### src/rtl/pic_pkg.sv
// pic_pkg: shared constants and types for the PIC-style fetch path.
//   PC_WIDTH    - program-counter width (512-word program space)
//   STACK_DEPTH - hardware return-stack levels
//   RESET_VEC   - first fetch address after reset
//   LIT_W       - bits of PC loadable by CALL / PCL write; bits above are cleared
package pic_pkg;

    localparam int PC_WIDTH    = 9;
    localparam int STACK_DEPTH = 2;
    localparam int LIT_W       = 8;

    typedef logic [PC_WIDTH-1:0] pc_t;

    localparam pc_t RESET_VEC = '1;

    // CALL targets and PCL writes only reach the low page: zero the upper bits.
    function automatic pc_t lit_ext(input logic [LIT_W-1:0] v);
        return pc_t'(v);
    endfunction

endpackage

### src/rtl/prog_counter_ret_stack.sv
// ret_stack: shift-register return stack.
//   clock, reset (async, active low)
//   push - shift entries down, load din at the top
//   pop  - shift entries up; the deepest entry is kept (duplicated)
//   din  - value pushed
//   top  - current top entry (stack[0])
//   lvl  - occupied levels, saturating at 0 and DEPTH
//   ovf  - sticky: push while full
//   unf  - sticky: pop while empty
module ret_stack
    import pic_pkg::*;
#(
    parameter int W     = PC_WIDTH,
    parameter int DEPTH = STACK_DEPTH,
    parameter int LVL_W = $clog2(DEPTH + 1)
) (
    input  logic             clock,
    input  logic             reset,
    input  logic             push,
    input  logic             pop,
    input  logic [W-1:0]     din,
    output logic [W-1:0]     top,
    output logic [LVL_W-1:0] lvl,
    output logic             ovf,
    output logic             unf
);

    logic [DEPTH-1:0][W-1:0] st;

    assign top = st[0];

    always_ff @(posedge clock or negedge reset) begin
        if (!reset) begin
            st  <= '0;
            lvl <= '0;
            ovf <= 1'b0;
            unf <= 1'b0;
        end else if (push) begin
            // Deepest entry falls off the end when full.
            for (int i = DEPTH - 1; i > 0; i--) st[i] <= st[i-1];
            st[0] <= din;
            if (lvl == LVL_W'(DEPTH)) ovf <= 1'b1;
            else                      lvl <= lvl + LVL_W'(1);
        end else if (pop) begin
            // st[DEPTH-1] is left alone, so it appears twice after the shift.
            for (int i = 0; i < DEPTH - 1; i++) st[i] <= st[i+1];
            if (lvl == '0) unf <= 1'b1;
            else           lvl <= lvl - LVL_W'(1);
        end
    end

endmodule

### src/rtl/prog_counter.sv
// prog_counter: program counter and fetch sequencer.
//   clock, reset (async, active low)
//   stall                         - freeze all state, suppress flush
//   goto_en/call_en/ret_en/pcl_we - control transfers (ret > call > goto > pcl)
//   skip_cond                     - skip next word (PC+1 with flush)
//   target, pcl_in                - jump literal / PCL data-bus value
//   pc_addr, pcl_out              - fetch address and its low byte
//   flush                         - combinational: discard word fetched this cycle
//   stack_lvl, stack_ovf, stack_unf - return-stack status
module prog_counter
    import pic_pkg::*;
#(
    parameter int                  PC_WIDTH    = pic_pkg::PC_WIDTH,
    parameter int                  STACK_DEPTH = pic_pkg::STACK_DEPTH,
    parameter logic [PC_WIDTH-1:0] RESET_VEC   = '1
) (
    input  logic                clock,
    input  logic                reset,
    input  logic                stall,
    input  logic                goto_en,
    input  logic                call_en,
    input  logic                ret_en,
    input  logic                pcl_we,
    input  logic                skip_cond,
    input  logic [PC_WIDTH-1:0] target,
    input  logic [7:0]          pcl_in,
    output logic [PC_WIDTH-1:0] pc_addr,
    output logic [7:0]          pcl_out,
    output logic                flush,
    output logic [1:0]          stack_lvl,
    output logic                stack_ovf,
    output logic                stack_unf
);

    localparam int LVL_W = $clog2(STACK_DEPTH + 1);

    logic [PC_WIDTH-1:0] pc_nxt, stk_top;
    logic [LVL_W-1:0]    lvl;
    logic                push, pop;

    // While reset is low the control inputs are meaningless; keep flush quiet.
    assign flush = reset & ~stall & (ret_en | call_en | goto_en | pcl_we | skip_cond);

    assign pop  = ~stall & ret_en;
    assign push = ~stall & ~ret_en & call_en;

    always_comb begin
        pc_nxt = pc_addr + PC_WIDTH'(1);
        if (ret_en)       pc_nxt = stk_top;
        else if (call_en) pc_nxt = {{(PC_WIDTH-LIT_W){1'b0}}, target[LIT_W-1:0]};
        else if (goto_en) pc_nxt = target;
        else if (pcl_we)  pc_nxt = {{(PC_WIDTH-LIT_W){1'b0}}, pcl_in};
    end

    always_ff @(posedge clock or negedge reset) begin
        if (!reset)      pc_addr <= RESET_VEC;
        else if (!stall) pc_addr <= pc_nxt;
    end

    assign pcl_out   = pc_addr[7:0];
    assign stack_lvl = 2'(lvl);

    // The value pushed is the fetch address during the CALL, i.e. the word after it.
    ret_stack #(
        .W     (PC_WIDTH),
        .DEPTH (STACK_DEPTH),
        .LVL_W (LVL_W)
    ) u_stack (
        .clock (clock),
        .reset (reset),
        .push  (push),
        .pop   (pop),
        .din   (pc_addr),
        .top   (stk_top),
        .lvl   (lvl),
        .ovf   (stack_ovf),
        .unf   (stack_unf)
    );

endmodule

### config.mk
export PLATFORM = sky130hd
export DESIGN_NAME = prog_counter
export DESIGN_NICKNAME = d
export VERILOG_FILES = /design/src/rtl/pic_pkg.sv /design/src/rtl/prog_counter_ret_stack.sv /design/src/rtl/prog_counter.sv
export SDC_FILE = /design/constraint.sdc
export NUM_CORES = 1
export LEC_CHECK = 0
export BUFFER_PORTS_ARGS = -buffer_cell sky130_fd_sc_hd__buf_2
export CAP_MARGIN = 30
export CORE_UTILIZATION = 30
export CTS_CLUSTER_SIZE = 14
export DETAILED_ROUTE_END_ITERATION = 8
export GPL_ROUTABILITY_DRIVEN = 0
export HOLD_SLACK_MARGIN = 0.12
export PLACE_DENSITY_LB_ADDON = 0.2
export SYNTH_ARGS = -nofsm -noshare
export SYNTH_HDL_FRONTEND = slang
export SYNTH_HIERARCHICAL = 1
export SYNTH_SLANG_ARGS = --single-unit
### constraint.sdc
create_clock -name clock -period 2.17 [get_ports clock]
set_input_delay 0.1085 -clock clock [delete_from_list [all_inputs] [get_ports clock]]
set_output_delay 0.1085 -clock clock [all_outputs]
set_load 0.1 [all_outputs]
==> impl_metrics.tcl <==
set metrics [dict create \
    path_clk_slew_ns 0.07 \
    crit_fanout 9 \
    setup_viol 0 \
    fmax_mhz 614 \
    die_w_um 80.6 \
    fp.dieArea_um2 6490 \
    setup_tns_ns 0 \
    grt_pass1_vias 1387 \
    reg2reg_from "pc_addr[0]" \
    grtUsageTotal 0.150 \
    crit_chain "ha_1 > nand2_1 > nor3_1 > mux2i_1 > o32ai_1" \
    regArea_um2 787 \
    drive_gt1_frac 0.356 \
    tightest_slew_ns 0.589 \
    sequentialPowerShare 0.377 \
    worst_ep_required_time_ns 2.36 \
    grt_pass1_wl_um 7300 \
    r2r_end "pc_addr[8]" \
    ys_warn_count 6 \
    finalWirelength_um 4410 \
    synth_enable_flop_cells 0 \
    synth-main-ff-cell "dfrtp_1" \
    cts_tree "yes" \
    ys_ff_latch 31 \
    initial_core_util 0.311 \
    maxSlewViolCount 0 \
    fin_skew_ns 0.00993 \
    hold_viol_final 0 \
    critPathArrivalTime_ns 1.82 \
    intPower_uw 1400 \
    postSynthAreaPerCell_um2 9.80 \
    p_comb_frac 0.381 \
    startpoint "pc_addr[0]" \
    async_flop_share 1.00 \
    synth_nets 215 \
    multi_input_area_um2 866 \
    cap_violations 0 \
    cts_resized 0 \
    nets 250 \
    syn_inst 189 \
    vias 1480 \
    grt_setup_unrepaired "no" \
    postRouteAntennaNets 0 \
    antennaDiodeCount 0 \
    grt_max_degree 32 \
    yosysSeqAreaShare 0.425 \
    status "finished clean" \
    dp_hpwl_um 3200 \
    synth.distinct_cells 49 \
    worst_setup_path_end_kind "flip-flop" \
    row_count 28 \
    r2r_slack_ns 0.54 \
    ctsHoldBuffers 2 \
    min_period_ns 1.63 \
    pwr-share-clk 0.242 \
    total_leakage_power_uw 0.000976 \
    antenna_found_initial 0 \
    core_um2 5960 \
    cp_top_family "flip-flops" \
    numCtsBuffers 5 \
    p_sw_uw 1090 \
    syn_area_um2 1850 \
    drcViolationCount 0 \
    startpoint_type "flip-flop" \
    drtIter0Drc 91 \
    ctsRootBufferMaster "clkbuf_8" \
    die_y_um 80.6 \
    ir_drop_mv 0.500 \
    post-route-period-util 0.751 \
    crit_slowest_cell "dfstp_2" \
    overflow 0 \
    clock_latency_ns 0.29 \
    power_density_nw_per_um2 1140 \
    layout_setup_ws_ns 0.541 \
    cts_sinks 31 \
    switching_share 0.438 \
    slew_headroom 0.606 \
    clockBufferDepth 2 \
    num_io_pins 47 \
    fillerInstances 634 \
    hold_class "in -> reg" \
    htree_levels 2 \
    ff2ff_path_depth 5 \
    cp.depth 5 \
    io_buffers 46 \
    firstDrtPassIters 4 \
    viasPerCell 4.93 \
    wl_per_cell_um 14.7 \
    path_class "reg -> reg" \
    critPathMaxStageDelay_ns 0.62 \
    path_buf_inv 0 \
    worstSetupEndpoint "pc_addr[8]" \
    syn_to_final_growth_pct 18.0 \
    postCtsSetupRepairBufs 0 \
    pre_cts_slack_ns 0.552 \
]
## how the worst min path moves through the flow
stage / from / to / depth (start not counted)
6_report: target[2] / pc_addr[2] / 4
5_1_grt: pcl_in[4] / pc_addr[4] / 4
4_1_cts: target[2] / pc_addr[2] / 4
3_5_place_dp: reset / u_stack/top[6] / 2
3_3_place_gp: reset / u_stack/top[6] / 2
2_1_floorplan: reset / u_stack/lvl[0] / 0
## power by group through the flow
stage	Sequential [µW]	Clock [µW]	Combinational (µW)
floorplan	1200	0	623
global route	968	656	1010
finish	939	602	949
detailed placement	948	0	951
global placement	939	0	953
CTS	939	612	957
## cells by family after synthesis
family / Yosys count / synth area share
xor+xnor: 5 / 0.0236
mux: 21 / 0.120
buf+inv: 32 / 0.108
fa+ha+maj: 1 / 0.00675
flops: 31 / 0.425
compound gates: 46 / 0.174
simple gates: 53 / 0.143
## layout make-up
type                    instances  share of cell area
multi-input cells             126               0.396
flip-flops and latches         31               0.360
repair buffers                 55               0.139
well taps                      75              0.0429
clock buffers                   6              0.0378
clock inverters                 2              0.0160
inverters                       5             0.00859
## stage by stage
stage	power (µW)	instances	area (µm²)	hold WS, ns	util
detailed placement	1900	290	2050	0.237	0.344
floorplan	1820	189	1850	-0.187	-
global route	2630	300	2190	0.176	0.367
CTS	2510	300	2190	0.161	0.367
global placement	1890	290	2050	0.238	0.344
finish	2490	300	2190	0.163	0.367
## flip-flops by register name, indices dropped and copies added (netlist names)
| signal | flops |
|---|---|
| pc_addr | 9 |
| u_stack/lvl | 2 |
| u_stack/ovf | 1 |
| u_stack/st | 9 |
| u_stack/top | 9 |
| u_stack/unf | 1 |
## metal layers
layer | track usage | up-vias | routed length (µm)
met1 | 0.222 | 692 | 2280
met4 | 0.0482 | 0 | 51
met2 | 0.212 | 50 | 1820
met3 | 0.0364 | 5 | 262
met5 | 0 | - | 0
li1 | - | 733 | -
## cell usage after synthesis (3+ instances only)
library cell,instances,area [µm²]
mux2_2,6,67.6
o21ai_1,12,60.1
clkbuf_1,3,11.3
mux2i_1,11,110
nor3_1,4,20.0
o21ai_0,4,20.0
nand3_1,3,15.0
xor2_1,4,35.0
dfstp_2,9,236
buf_2,4,20.0
mux2_1,4,45.0
buf_4,20,150
inv_1,5,18.8
nor2b_1,4,25.0
nor2_1,12,45.0
nand2_1,18,67.6
a21oi_1,7,35.0
dfrtp_1,22,551
## cells in the final DEF (no fill, tap or decap), types with 2 or more instances in the layout
cell	instances
nand2_1	18
a21oi_1	7
nor2_1	12
dfstp_2	9
buf_2	46
dfrtp_1	22
dlygate4sd3_1	2
a2bb2oi_1	2
o21ai_0	4
nor2b_1	4
and3_1	2
a211o_1	2
a22oi_1	2
o21ai_1	12
nand3_1	3
xor2_1	4
nor3_1	4
mux2_1	4
mux2i_1	11
buf_4	7
nand3b_1	2
a31o_1	2
inv_1	5
mux2_2	6
clkbuf_8	6
## worst reg2reg max path, stage by stage, from the launching register on
cell and delay (ns):
dfstp_2 0.62, ha_1 0.24, nand2_1 0.09, nor3_1 0.23, mux2i_1 0.11, o32ai_1 0.25
Power figures use the tool's default switching activity.
